### src/rtl/wb_pio_pwm_ctrl_if.sv
// Wishbone slave bus bundle for the PIO/PWM controller.
// Pure wiring; the slave owns ACK timing and read-data registration.
interface wb_pio_pwm_ctrl_if #(
    parameter int ADDRWIDTH = 7
);
    logic [ADDRWIDTH-1:0] WBs_ADR;
    logic                 WBs_CYC;
    logic                 WBs_STB;
    logic                 WBs_WE;
    logic [3:0]           WBs_BYTE_STB;
    logic [31:0]          WBs_WR_DAT;
    logic [31:0]          WBs_RD_DAT;
    logic                 WBs_ACK;

    modport master (
        output WBs_ADR, WBs_CYC, WBs_STB, WBs_WE, WBs_BYTE_STB, WBs_WR_DAT,
        input  WBs_RD_DAT, WBs_ACK
    );

    modport slave (
        input  WBs_ADR, WBs_CYC, WBs_STB, WBs_WE, WBs_BYTE_STB, WBs_WR_DAT,
        output WBs_RD_DAT, WBs_ACK
    );
endinterface

### src/rtl/wb_pio_pwm_ctrl.sv
// Wishbone PIO controller: per-channel static / PWM / one-shot outputs, W1C interrupt status.
// Latency: ACK + read data 1 cycle after CYC&STB, pio_o 1 cycle after write ACK; no backpressure, zero wait states.
module wb_pio_pwm_ctrl #(
    parameter int NUM_CH    = 4,
    parameter int CNT_WIDTH = 16,
    parameter int ADDRWIDTH = 7
) (
    input  logic              WB_CLK,
    input  logic              WB_RST,
    wb_pio_pwm_ctrl_if.slave  wb,
    output logic [NUM_CH-1:0] pio_o,
    output logic              Interrupt_o
);
    typedef enum logic [1:0] {OS_IDLE, OS_RUN, OS_DONE} os_state_e;
    typedef logic [CNT_WIDTH-1:0] cnt_t;

    localparam logic [1:0]  MODE_PWM = 2'b01;
    localparam logic [1:0]  MODE_OS  = 2'b10;
    localparam logic [31:0] ID_VAL   = {16'h5010, 8'd0, 8'(NUM_CH)};
    localparam logic [31:0] UNMAPPED = 32'hDEAD_0000;

    logic                ack_q, ack_d;
    logic [31:0]         rd_dat_q, rd_dat_d;
    logic [2*NUM_CH-1:0] mode_q, mode_d;
    logic [NUM_CH-1:0]   out_q, out_d;
    logic [NUM_CH-1:0]   int_stat_q, int_stat_d;
    logic [NUM_CH-1:0]   int_en_q, int_en_d;
    logic [NUM_CH-1:0]   pio_q, pio_d;
    cnt_t                period_q [NUM_CH];
    cnt_t                period_d [NUM_CH];
    cnt_t                duty_q [NUM_CH];
    cnt_t                duty_d [NUM_CH];
    cnt_t                per_act_q [NUM_CH];
    cnt_t                per_act_d [NUM_CH];
    cnt_t                duty_act_q [NUM_CH];
    cnt_t                duty_act_d [NUM_CH];
    cnt_t                pwm_cnt_q [NUM_CH];
    cnt_t                pwm_cnt_d [NUM_CH];
    cnt_t                os_cnt_q [NUM_CH];
    cnt_t                os_cnt_d [NUM_CH];
    os_state_e           os_state_q [NUM_CH];
    os_state_e           os_state_d [NUM_CH];

    logic [ADDRWIDTH-1:0] adr;
    logic [31:0]          adr32, wmask, wbits, rdata, tmp;
    logic                 access, wr_en;
    logic [NUM_CH-1:0]    trig, w1c, int_set;
    logic [1:0]           mode_ch;

    function automatic logic [31:0] merge(input logic [31:0] old, input logic [31:0] mask,
                                          input logic [31:0] dat);
        return (old & ~mask) | (dat & mask);
    endfunction

    always_comb begin
        adr    = wb.WBs_ADR;
        adr32  = 32'(adr);
        access = wb.WBs_CYC & wb.WBs_STB & ~ack_q;
        wr_en  = access & wb.WBs_WE;
        wmask  = '0;
        for (int b = 0; b < 4; b++) begin
            wmask[8*b +: 8] = {8{wb.WBs_BYTE_STB[b]}};
        end
        wbits      = wb.WBs_WR_DAT & wmask;
        ack_d      = access;
        tmp        = '0;
        mode_ch    = '0;
        trig       = '0;
        w1c        = '0;
        int_set    = '0;
        pio_d      = '0;
        mode_d     = mode_q;
        out_d      = out_q;
        int_en_d   = int_en_q;
        period_d   = period_q;
        duty_d     = duty_q;
        per_act_d  = per_act_q;
        duty_act_d = duty_act_q;
        pwm_cnt_d  = pwm_cnt_q;
        os_cnt_d   = os_cnt_q;
        os_state_d = os_state_q;

        rdata = UNMAPPED;
        case (adr32)
            32'd0:   rdata = ID_VAL;
            32'd1:   rdata = 32'(mode_q);
            32'd2:   rdata = 32'(out_q);
            32'd3:   rdata = 32'(int_stat_q);
            32'd4:   rdata = 32'(int_en_q);
            32'd5:   rdata = '0;
            default: ;
        endcase
        for (int ch = 0; ch < NUM_CH; ch++) begin
            if (adr32 == 32'(8 + 2*ch)) rdata = 32'(period_q[ch]);
            if (adr32 == 32'(9 + 2*ch)) rdata = 32'(duty_q[ch]);
        end
        rd_dat_d = (access && !wb.WBs_WE) ? rdata : '0;

        if (wr_en) begin
            case (adr32)
                32'd1: begin
                    tmp    = merge(32'(mode_q), wmask, wb.WBs_WR_DAT);
                    mode_d = tmp[2*NUM_CH-1:0];
                end
                32'd2: begin
                    tmp   = merge(32'(out_q), wmask, wb.WBs_WR_DAT);
                    out_d = tmp[NUM_CH-1:0];
                end
                32'd3: w1c = wbits[NUM_CH-1:0];
                32'd4: begin
                    tmp      = merge(32'(int_en_q), wmask, wb.WBs_WR_DAT);
                    int_en_d = tmp[NUM_CH-1:0];
                end
                32'd5: trig = wbits[NUM_CH-1:0];
                default: ;
            endcase
            for (int ch = 0; ch < NUM_CH; ch++) begin
                if (adr32 == 32'(8 + 2*ch)) begin
                    tmp          = merge(32'(period_q[ch]), wmask, wb.WBs_WR_DAT);
                    period_d[ch] = tmp[CNT_WIDTH-1:0];
                end
                if (adr32 == 32'(9 + 2*ch)) begin
                    tmp        = merge(32'(duty_q[ch]), wmask, wb.WBs_WR_DAT);
                    duty_d[ch] = tmp[CNT_WIDTH-1:0];
                end
            end
        end

        for (int ch = 0; ch < NUM_CH; ch++) begin
            mode_ch = mode_q[2*ch +: 2];

            // Shadows track the programmed values until PWM runs, then only reload at wrap.
            if (mode_ch == MODE_PWM) begin
                if (pwm_cnt_q[ch] >= per_act_q[ch]) begin
                    pwm_cnt_d[ch]  = '0;
                    per_act_d[ch]  = period_q[ch];
                    duty_act_d[ch] = duty_q[ch];
                end else begin
                    pwm_cnt_d[ch] = pwm_cnt_q[ch] + CNT_WIDTH'(1);
                end
            end else begin
                pwm_cnt_d[ch]  = '0;
                per_act_d[ch]  = period_q[ch];
                duty_act_d[ch] = duty_q[ch];
            end

            case (os_state_q[ch])
                OS_IDLE: begin
                    if (mode_ch == MODE_OS && trig[ch]) begin
                        if (duty_q[ch] == '0) begin
                            os_state_d[ch] = OS_DONE;
                        end else begin
                            os_state_d[ch] = OS_RUN;
                            os_cnt_d[ch]   = duty_q[ch];
                        end
                    end
                end
                OS_RUN: begin
                    if (mode_ch != MODE_OS) begin
                        os_state_d[ch] = OS_IDLE;
                    end else if (os_cnt_q[ch] == CNT_WIDTH'(1)) begin
                        os_state_d[ch] = OS_DONE;
                    end else begin
                        os_cnt_d[ch] = os_cnt_q[ch] - CNT_WIDTH'(1);
                    end
                end
                OS_DONE: begin
                    int_set[ch]    = 1'b1;
                    os_state_d[ch] = OS_IDLE;
                end
                default: os_state_d[ch] = OS_IDLE;
            endcase

            case (mode_ch)
                MODE_PWM: pio_d[ch] = pwm_cnt_q[ch] < duty_act_q[ch];
                MODE_OS:  pio_d[ch] = os_state_q[ch] == OS_RUN;
                default:  pio_d[ch] = out_q[ch];
            endcase
        end

        // A completion landing on the same edge as a W1C keeps the bit set.
        int_stat_d = (int_stat_q & ~w1c) | int_set;
    end

    always_ff @(posedge WB_CLK) begin
        if (WB_RST) begin
            ack_q      <= 1'b0;
            rd_dat_q   <= '0;
            mode_q     <= '0;
            out_q      <= '0;
            int_stat_q <= '0;
            int_en_q   <= '0;
            pio_q      <= '0;
            period_q   <= '{default: '0};
            duty_q     <= '{default: '0};
            per_act_q  <= '{default: '0};
            duty_act_q <= '{default: '0};
            pwm_cnt_q  <= '{default: '0};
            os_cnt_q   <= '{default: '0};
            os_state_q <= '{default: OS_IDLE};
        end else begin
            ack_q      <= ack_d;
            rd_dat_q   <= rd_dat_d;
            mode_q     <= mode_d;
            out_q      <= out_d;
            int_stat_q <= int_stat_d;
            int_en_q   <= int_en_d;
            pio_q      <= pio_d;
            period_q   <= period_d;
            duty_q     <= duty_d;
            per_act_q  <= per_act_d;
            duty_act_q <= duty_act_d;
            pwm_cnt_q  <= pwm_cnt_d;
            os_cnt_q   <= os_cnt_d;
            os_state_q <= os_state_d;
        end
    end

    assign wb.WBs_ACK    = ack_q;
    assign wb.WBs_RD_DAT = rd_dat_q;
    assign pio_o         = pio_q;
    assign Interrupt_o   = |(int_stat_q & int_en_q);
endmodule
### src/flat_wrapper.sv
// flat-port wrapper written by rule: the top's interface ports become plain ports
module wb_pio_pwm_ctrl_flat 
#(
    parameter int NUM_CH    = 4,
    parameter int CNT_WIDTH = 16,
    parameter int ADDRWIDTH = 7
)
  (WB_CLK, WB_RST, pio_o, Interrupt_o, wb_WBs_ADR, wb_WBs_CYC, wb_WBs_STB, wb_WBs_WE, wb_WBs_BYTE_STB, wb_WBs_WR_DAT, wb_WBs_RD_DAT, wb_WBs_ACK);
  wb_pio_pwm_ctrl_if #(.ADDRWIDTH(ADDRWIDTH)) wb_i ();
  input  logic WB_CLK;
  input  logic WB_RST;
  output logic [NUM_CH-1:0] pio_o;
  output logic Interrupt_o;
  input wire logic [$bits(wb_i.WBs_ADR)-1:0] wb_WBs_ADR;
  input wire logic [$bits(wb_i.WBs_CYC)-1:0] wb_WBs_CYC;
  input wire logic [$bits(wb_i.WBs_STB)-1:0] wb_WBs_STB;
  input wire logic [$bits(wb_i.WBs_WE)-1:0] wb_WBs_WE;
  input wire logic [$bits(wb_i.WBs_BYTE_STB)-1:0] wb_WBs_BYTE_STB;
  input wire logic [$bits(wb_i.WBs_WR_DAT)-1:0] wb_WBs_WR_DAT;
  output wire logic [$bits(wb_i.WBs_RD_DAT)-1:0] wb_WBs_RD_DAT;
  output wire logic [$bits(wb_i.WBs_ACK)-1:0] wb_WBs_ACK;
  assign wb_i.WBs_ADR = wb_WBs_ADR;
  assign wb_i.WBs_CYC = wb_WBs_CYC;
  assign wb_i.WBs_STB = wb_WBs_STB;
  assign wb_i.WBs_WE = wb_WBs_WE;
  assign wb_i.WBs_BYTE_STB = wb_WBs_BYTE_STB;
  assign wb_i.WBs_WR_DAT = wb_WBs_WR_DAT;
  assign wb_WBs_RD_DAT = wb_i.WBs_RD_DAT;
  assign wb_WBs_ACK = wb_i.WBs_ACK;
  wb_pio_pwm_ctrl #(.NUM_CH(NUM_CH), .CNT_WIDTH(CNT_WIDTH), .ADDRWIDTH(ADDRWIDTH)) u_core (.WB_CLK(WB_CLK), .WB_RST(WB_RST), .wb(wb_i), .pio_o(pio_o), .Interrupt_o(Interrupt_o));
endmodule
### config.mk
export PLATFORM = sky130hd
export DESIGN_NAME = wb_pio_pwm_ctrl_flat
export DESIGN_NICKNAME = d
export VERILOG_FILES = /design/src/rtl/wb_pio_pwm_ctrl_if.sv /design/src/rtl/wb_pio_pwm_ctrl.sv /design/src/flat_wrapper.sv
export SDC_FILE = /design/constraint.sdc
export NUM_CORES = 1
export LEC_CHECK = 0
export BUFFER_PORTS_ARGS = -buffer_cell sky130_fd_sc_hd__buf_2
export CAP_MARGIN = 20
export CORE_AREA = 3 3 186 369
export DETAILED_ROUTE_END_ITERATION = 8
export DIE_AREA = 0 0 189 372
export GPL_TIMING_DRIVEN = 0
export PLACE_DENSITY_LB_ADDON = 0.1
export SYNTH_ARGS = -nofsm -noshare
export SYNTH_HDL_FRONTEND = slang
export SYNTH_SLANG_ARGS = --single-unit
export TNS_END_PERCENT = 50
### constraint.sdc
create_clock -name WB_CLK -period 2.5 [get_ports WB_CLK]
set_clock_uncertainty 0.05 [all_clocks]
set_input_delay 0.125 -clock WB_CLK [delete_from_list [all_inputs] [get_ports WB_CLK]]
set_output_delay 0.125 -clock WB_CLK [all_outputs]
set_load 0.1 [all_outputs]
==> Word level (Yosys, flattened, before mapping) <==
Index checks and enable logic that the tools add are counted.
{ "op_classes": {"addsub": 8, "magnitude_cmp": 8, "eq_ne": 61, "muxes": 77, "n_bitwise": 37, "n_reduce_logical": 45} }
{ "op_table": {"columns": ["operator", "n"], "rows": [
  ["2-to-1 mux 16 bit", 40],
  ["one-hot mux 32 bit (6 select lines)", 1],
  ["AND 16 bit", 9],
  ["OR 16 bit", 8],
  ["one-hot mux 16 bit (2 select lines)", 4],
  ["adder 16 x 1 -> 16 bit, second input constant", 4],
  ["== test 16 x 1 -> 1 bit, second input constant", 4],
  ["greater-or-equal comparator 16 bit", 4],
  ["logical NOT 16 bit", 4],
  ["< comparator 16 bit", 4],
  ["subtractor 16 x 1 -> 16 bit, second input constant", 4],
  ["== test 7 x 4 -> 1 bit, second input constant", 8],
  ["!= test 2 bit, second input constant", 20],
  ["2-to-1 mux 2 bit", 16],
  ["AND reduction 2 bit", 15],
  ["AND reduction 5 bit", 4],
  ["AND 4 bit", 4],
  ["== test 2 x 1 -> 1 bit, second input constant", 8],
  ["== test 2 bit, second input constant", 8],
  ["2-to-1 mux 4 bit", 4],
  ["inverter 16 bit", 1],
  ["one-hot mux 2 bit (2 select lines)", 4],
  ["== test 7 x 2 -> 1 bit, second input constant", 2],
  ["== test 7 x 3 -> 1 bit, second input constant", 2],
  ["20 further kinds", 54]
]} }
{ "word_totals": {"ff_bits": 449, "in_bits": 48, "out_inout_bits": 38} }

==> Depth between registers and ports, before layout <==
Gate-level depths: netlist (run 1).
{ "logic_depth": {"ltp_word": 10, "mapped_depth": 11, "depth_no_buf": 8} }

==> Least setup slack after synthesis (run 1) <==
No wires, ideal clock.
{ "synth_timing": {"kind": "reg-to-reg", "from": "reg u_core.pwm_cnt_q[21] in the netlist's numbering", "to": "reg u_core.per_act_q[17] in the netlist's numbering", "arrival_ps": 2352, "required_ps": 2322, "slack_ps": -30, "stages_incl_launch_ff": 9, "synth_period_minus_slack_ps": 2530, "cell_sequence": "dfxtp_1 > ha_1 > a21o_1 > a2111oi_2 > o21ai_1 > a2111oi_4 > buf_6 > mux2i_1 > nor2_1"} }
{ "synth_between": {"elab_chain_len": 2} }
{ "synth_lines": {"columns": ["item", "line_no", "source"], "rows": [
  ["start: declaration", "wb_pio_pwm_ctrl.sv:37", "cnt_t pwm_cnt_q [NUM_CH];"],
  ["start signal: assignment", "wb_pio_pwm_ctrl.sv:213", "pwm_cnt_q <= pwm_cnt_d;"],
  ["greater-or-equal comparator 16 bit", "wb_pio_pwm_ctrl.sv:134", "if (pwm_cnt_q[ch] >= per_act_q[ch]) begin"],
  ["!= test 2 bit (no source line)", null, null],
  ["end signal: assignment", "wb_pio_pwm_ctrl.sv:211", "per_act_q <= per_act_d;"],
  ["end: declaration", "wb_pio_pwm_ctrl.sv:33", "cnt_t per_act_q [NUM_CH];"]
]} }
No other way between the ends.
A chain may end at the register's enable or synchronous reset.

==> results.yml, run 1 <==
synth:
  ys_top_cells_by_area: "dfxtp_1 38%, ha_1 7.9%, mux2i_1 6.5%"
  synth_top_cell_area_share: 0.381
  yosys_warnings: 0
  synthFlopType: "dfxtp_1"
  synth_enable_flop_cells: 0
  async_flop_share: 0
  synth_seq_cells: 436
  ys_seq_area_frac: 0.381
  synth_cells: 2840
  avgSynthCellArea_um2: 8.08
  yosysTopAreaCell: "dfxtp_1"
  synth.distinct_cells: 81
  synth_area_mm2: 0.0229
sta:
  fin_crit_sh: 1.04
  tns_ps: -261
  tightest_slew_ps: 1170
  rsz0062_at_grt: "yes"
  fmax_ghz: 0.386
  slew_headroom: 0.213
  hold_violations: 0
  min_period_ps: 2590
  timing.final.ws_setup_ps: -93.6
  setup_viol: 4
  maxSlewViolCount: 0
flow_run:
  cap_violations: 0
global_routing:
  grt_overflow_total: 0
  grt_max_degree: 17
  gr-usage-all-layers: 0.263
  antenna_found_initial: 4
  grt_pass1_vias: 21327
  grt_pass1_wl_um: 138000
clocking:
  cts.htree.levels: 2
  cts_buffers: 45
  clockBufferDepth: 3
  path_clk_slew_ps: 70
  cts_root_buffer: "clkbuf_16"
  clk_latency_ps: 600
  cts_sinks: 436
  cts_tree: "done"
routing:
  drtPass1Iterations: 7
  drtAntennaViolNets: 0
  viasPerCell: 5.51
  vias: 21361
  drt-wirelength-per-cell_um: 24.4
  wl_um: 94700
  drt-initial-drc-count: 1363
  drc_errors: 0
floorplanning:
  die_area_mm2: 0.0703
  boundaryPins: 86
  initial_utilization: 0.347
  core.rowCount: 133
  core_mm2: 0.0661
  die_h_um: 372
  die_w_um: 189
worst_setup_path:
  required_ps: 2900
  slowest_delay_ps: 1010
  critPathMaxFanout: 7
  crit_path_start_kind: "register"
  crit_buf_inv: 0
  worst-setup-path-type: "reg -> reg"
  worstPathArrival_ps: 3000
  startpoint: "u_core.wb.WBs_ACK$_SDFF_PP0_"
  crit_path_end_kind: "register"
  cpMaxStageDelayCell: "nor4_2"
  r2r-start: "u_core.wb.WBs_ACK$_SDFF_PP0_"
  crit_family: "simple AND/OR/NAND/NOR gates"
  path_cells: "and4b_4 > nand2_1 > nor4_2 > mux2i_1 > nor2_1"
hold_path:
  min_path_type: "in -> reg"
  hp-start: "wb_WBs_WR_DAT[12]"
pwr:
  p_seq_frac: 0.462
  swShare: 0.247
  max-vdd-ir-drop_uv: 482
  p_leak_nw: 9.03
  p_sw_w: 0.00372
  p_clk_frac: 0.496
  p_int_w: 0.0113
  power_density_mw_per_mm2: 566
  power_frac_comb: 0.042
  power.total_w: 0.0150
status:
  status: "finished with violations"
  violations: "setup timing"
cells_and_area:
  layout-drive-gt1-share: 0.109
  layout_commonest_cell: "dfxtp_1"
  final_area_mm2: 0.0266
  fin_nets: 3157
  syn2layout_area_growth_pct: 15.8
  mostFrequentLayoutCells: "415 x dfxtp_1, 300 x nand2_1, 282 x nor2_1"
placement:
  globalplace.congestion: 1.05
  port_buffers: 49
  place_area_mm2: 0.0244
  post-place-ws_ps: -867
  dp_hpwl_um: 74400
cell families after synthesis:
kind of cell    count (synthesis)  share of synthesized area
xor+xnor                       56                     0.0214
fa+ha+maj                     144                     0.0786
mux                           149                     0.0651
other cells                     1                   0.000164
flops                         436                      0.381
simple gates                  996                      0.207
compound gates                677                      0.181
buf+inv                       381                     0.0667
worst reg2reg max path: stages (launching register included):
cell     delay (ps)
dfxtp_1         320
and4b_4         430
nand2_1         260
nor4_2         1010
mux2i_1         300
nor2_1           60
power groups by stage:
stage	Sequential, W	Clock, W	Combinational, W
global placement	0.00711	0	0.000602
CTS	0.00695	0.00759	0.000627
detailed placement	0.00711	0	0.000613
global route	0.00694	0.00783	0.000655
floorplan	0.00712	0	0.000309
finish	0.00695	0.00746	0.000635
cell usage after synthesis (24+ instances only):
master and n:
or4_1 35, or2_2 27, a21oi_1 274, nand2_1 302, nor3_1 73, nor2_1 284
nand4_1 30, nor4_1 41, clkbuf_1 152, nand3_1 67, a21o_1 35, o21ai_0 160
xnor2_1 28, nor2b_1 24, dfxtp_1 436, xor2_1 28, o31ai_1 42, ha_1 144
nand2b_1 31, inv_1 183, mux2i_1 148
layout make-up:
type,instances,area (µm²)
fillers,6851,39500
diodes,3,7.51
flip-flops and latches,436,8760
repair buffers,81,564
clock inverters,24,328
inverters,183,687
plain buffers,192,952
clock buffers,58,1270
well taps,877,1100
multi-input cells,2026,12900
stage by stage:
step	hold WS, ps	util	cells
5_1_grt	43.0	0.402	3877
2_1_floorplan	166	-	2843
6_report	37.1	0.402	3880
4_1_cts	8.64	0.397	3874
3_5_place_dp	313	0.369	3773
3_3_place_gp	308	0.368	3769
worst paths after layout:
path | to | slack, ps | cells after the start
setup / recovery | register | -90 | 5
hold / removal | register | 40 | 3
setup reg to reg | register | -90 | 5
hold reg to reg | u_core.pwm_cnt_q[16]$_SDFF_PP0_ | 410 | 1
layer usage:
| metal | GRT usage | share of wire |
|---|---|---|
| met4 | 0.189 | 0.087 |
| met2 | 0.502 | 0.53 |
| met5 | 0 | 0 |
| met3 | 0.0280 | 0.036 |
| met1 | 0.260 | 0.35 |
timing repair:
| item | CTS | global route |
|---|---|---|
| resized for setup | 41 | 97 |
| hold buffers | 10 | 0 |
| setup endpoints to repair | 269 | 240 |
| setup buffers | 12 | 4 |
| pin swaps | 4 | 8 |
| hold endpoints to repair | 13 | 0 |
| gates cloned | 0 | 1 |
No activity file was read; power rests on OpenSTA's default activity.
==> inputs of run 2 (changes only) <==
--- a/config.mk
+++ b/config.mk
@@ -5,11 +5,12 @@
 export SDC_FILE = /design/constraint.sdc
 export NUM_CORES = 1
 export LEC_CHECK = 0
+export ABC_AREA = 1
 export BUFFER_PORTS_ARGS = -buffer_cell sky130_fd_sc_hd__buf_2
 export CAP_MARGIN = 20
-export CORE_AREA = 3 3 186 369
+export CORE_AREA = 3 3 184 365
 export DETAILED_ROUTE_END_ITERATION = 8
-export DIE_AREA = 0 0 189 372
+export DIE_AREA = 0 0 187 368
 export GPL_TIMING_DRIVEN = 0
 export PLACE_DENSITY_LB_ADDON = 0.1
 export SYNTH_ARGS = -nofsm -noshare
==> run 2 against run 1 <==
- the run now ends clean
- die area is 2.1% lower
- count of clock-buffer cells in the layout is 1 lower
- design area is 3.8% lower
- sequential power hardly changed
- synthesized cell count is 12% higher
- first-iteration DRC count is 17% lower
- routed wire length is 8.6% lower
==> results.yml, run 2 <==
floorplanning:
  die_h_um: 368
  core_mm2: 0.0649
  initial_utilization: 0.346
  core.rowCount: 132
  die_w_um: 187
  die_area_mm2: 0.0688
  boundaryPins: 86
synth:
  synth_enable_flop_cells: 0
  synthXorXnorAreaFrac: 0.0230
  synth_compound_area_frac: 0.176
  avgSynthCellArea_um2: 7.07
  synth_top_family_by_area: "simple AND/OR/NAND/NOR gates"
  synth_cells: 3174
  ys_seq_area_frac: 0.389
  synth-simple-area-share: 0.227
  yosysTopAreaCell: "dfxtp_1"
  yosys.cell_count.top_type: "nand2_1"
  yosys_warnings: 0
  synth.distinct_cells: 50
  synth_fa_ha_area_frac: 0.0802
  synthFlopType: "dfxtp_1"
  synth_area_mm2: 0.0225
  synth_commonest_cells: "513 x nand2_1, 450 x nor2_1, 449 x inv_1"
  ys_top_cells_by_area: "dfxtp_1 39%, nand2_1 8.6%, ha_1 8.0%"
  synth_top_cell_area_share: 0.389
  synth_seq_cells: 436
  async_flop_share: 0
  synth.area.mux_share: 0
sta:
  fin_crit_sh: 0.981
  fmax_ghz: 0.408
  min_period_ps: 2450
  maxSlewViolCount: 0
  rsz0062_at_grt: "yes"
  slew_headroom: 0.254
  setup_viol: 0
  hold_violations: 0
  tightest_slew_ps: 1120
worst_setup_path:
  cpMaxStageDelayCell: "nor2_1"
  startpoint: "u_core.wb.WBs_ACK$_SDFF_PP0_"
  slowest_delay_ps: 450
  worst-setup-path-type: "reg -> reg"
  rrSetupSlack_ps: 50
  path_cells: "nor2_4 > nand2_1 > nor3_2 > clkbuf_1 > o21ai_0 > nor2_1"
  ff2ff_path_depth: 6
  crit_buf_inv: 1
  worstPathArrival_ps: 2820
  r2r-start: "u_core.wb.WBs_ACK$_SDFF_PP0_"
  cp.depth: 6
  crit_path_end: "u_core.wb.WBs_RD_DAT[27]$_SDFF_PP0_"
  r2r_end: "u_core.wb.WBs_RD_DAT[27]$_SDFF_PP0_"
  crit_family: "simple AND/OR/NAND/NOR gates"
  crit_path_start_kind: "register"
  required_ps: 2870
  critPathMaxFanout: 10
  crit_path_end_kind: "register"
clocking:
  cts.htree.levels: 2
  path_clk_slew_ps: 60
  cts_sinks: 436
  cts_tree: "done"
  clockBufferDepth: 3
  cts_root_buffer: "clkbuf_16"
  clk_latency_ps: 580
  cts_buffers: 44
  cts_setup_buffers: 0
routing:
  drc_errors: 0
  drt-wirelength-per-cell_um: 20.6
  viasPerCell: 5.07
  vias: 21265
  drtPass1Iterations: 5
  wl_um: 86600
  drt-initial-drc-count: 1127
  drtAntennaViolNets: 0
cells_and_area:
  syn2layout_area_growth_pct: 13.7
  mostFrequentLayoutCells: "513 x nand2_1, 450 x nor2_1, 449 x inv_1"
  instances_no_fill: 4193
  fin_nets: 3482
  layout_commonest_cell: "nand2_1"
  diodes: 0
  postLayoutCoreUtil: 0.393
  layout-drive-gt1-share: 0.0777
hold_path:
  min_path_type: "in -> reg"
global_routing:
  grt_pass1_wl_um: 128000
  antenna_found_initial: 1
  gr-usage-all-layers: 0.246
  grt_overflow_total: 0
  grt_pass1_vias: 21210
  grt_max_degree: 15
placement:
  dp_hpwl_um: 68300
  globalplace.congestion: 1.01
  dp.cells: 4112
  port_buffers: 63
status:
  status: "finished, final reports clean"
pwr:
  p_leak_nw: 10.9
  power_density_mw_per_mm2: 574
  max-vdd-ir-drop_uv: 547
flow_run:
  cap_violations: 0
==> run 2: worst min-delay path by stage <==
stage	slack, ps	depth (start not counted)	start	endpoint
after floorplan	220	2	wb_WBs_CYC	u_core.wb.WBs_ACK$_SDFF_PP0_
after global placement	380	1	u_core.pwm_cnt_q[16]$_SDFF_PP0_	u_core.pwm_cnt_q[16]$_SDFF_PP0_
after detailed placement	390	1	u_core.pwm_cnt_q[32]$_SDFF_PP0_	u_core.pwm_cnt_q[32]$_SDFF_PP0_
after CTS	30	5	wb_WBs_STB	u_core.wb.WBs_ACK$_SDFF_PP0_
after global routing	50	3	wb_WBs_WR_DAT[5]	register
final	40	5	wb_WBs_STB	u_core.wb.WBs_ACK$_SDFF_PP0_
==> run 2: cells by family (layout without fill, tap and decap cells) <==
logic type               after synthesis  count (layout)
AO/OA/AOI/OAI                        733             733
AND/OR/NAND/NOR                     1205            1205
adder cells (fa/ha/maj)              144             144
flip-flops                           436             436
buffers and inverters                596             741
XOR/XNOR                              59              59
other                                  1               4
==> run 2: worst reg2reg max path, stage by stage, from the launching register on <==
cell      delay [ps]
dfxtp_1          330
nor2_4           250
nand2_1          130
nor3_2           410
clkbuf_1         420
o21ai_0          260
nor2_1           450
==> run 2: routing by layer <==
| metal | vias up | wire length, µm | part of all wire | global-route usage |
|---|---|---|---|---|
| met3 | 253 | 3090 | 0.036 | 0.0252 |
| met1 | 9925 | 29700 | 0.34 | 0.233 |
| li1 | 10538 | - | - | - |
| met5 | - | 0 | 0 | 0 |
| met2 | 549 | 46800 | 0.54 | 0.488 |
| met4 | 0 | 6970 | 0.081 | 0.166 |
==> run 2: cell type report <==
type                            instances  area, µm²
Inverter                              463       1740
Timing Repair Buffer                   70        395
Sequential cell                       436       8730
Multi-Input combinational cell       2145      11400
Clock inverter                         21        313
Tap cell                              871       1090
Fill cell                            6947      39400
Clock buffer                           57       1190
Buffer                                130        642
==> run 2: timing repair <==
| action | in CTS | in global routing |
|---|---|---|
| pin swaps | 0 | 0 |
| hold endpoints to repair | 11 | 0 |
| endpoints found under the setup margin | 115 | 154 |
| hold buffers | 5 | 0 |
| gates resized for setup | 15 | 37 |
==> run 2: metrics by stage <==
| stage | hold WS (ps) | instance area (µm²) | worst slack, ps | setup TNS, ps | power, W |
|---|---|---|---|---|---|
| after floorplan | 219 | 22500 | 307 | 0 | 0.00737 |
| after global placement | 376 | 23900 | -871 | -32400 | 0.00762 |
| after detailed placement | 387 | 23900 | -524 | -25300 | 0.00762 |
| after CTS | 26.5 | 25500 | 7.65 | 0 | 0.0148 |
| after global routing | 52.1 | 25500 | -64.0 | -123 | 0.0151 |
| final | 44.1 | 25500 | 48.7 | 0 | 0.0147 |
==> run 2: power breakdown <==
group / switching [W] / total [W] / internal (W)
Combinational: 0.000433 / 0.000524 / 0.0000908
Sequential: 0.00000354 / 0.00695 / 0.00695
Clock: 0.00300 / 0.00719 / 0.00419
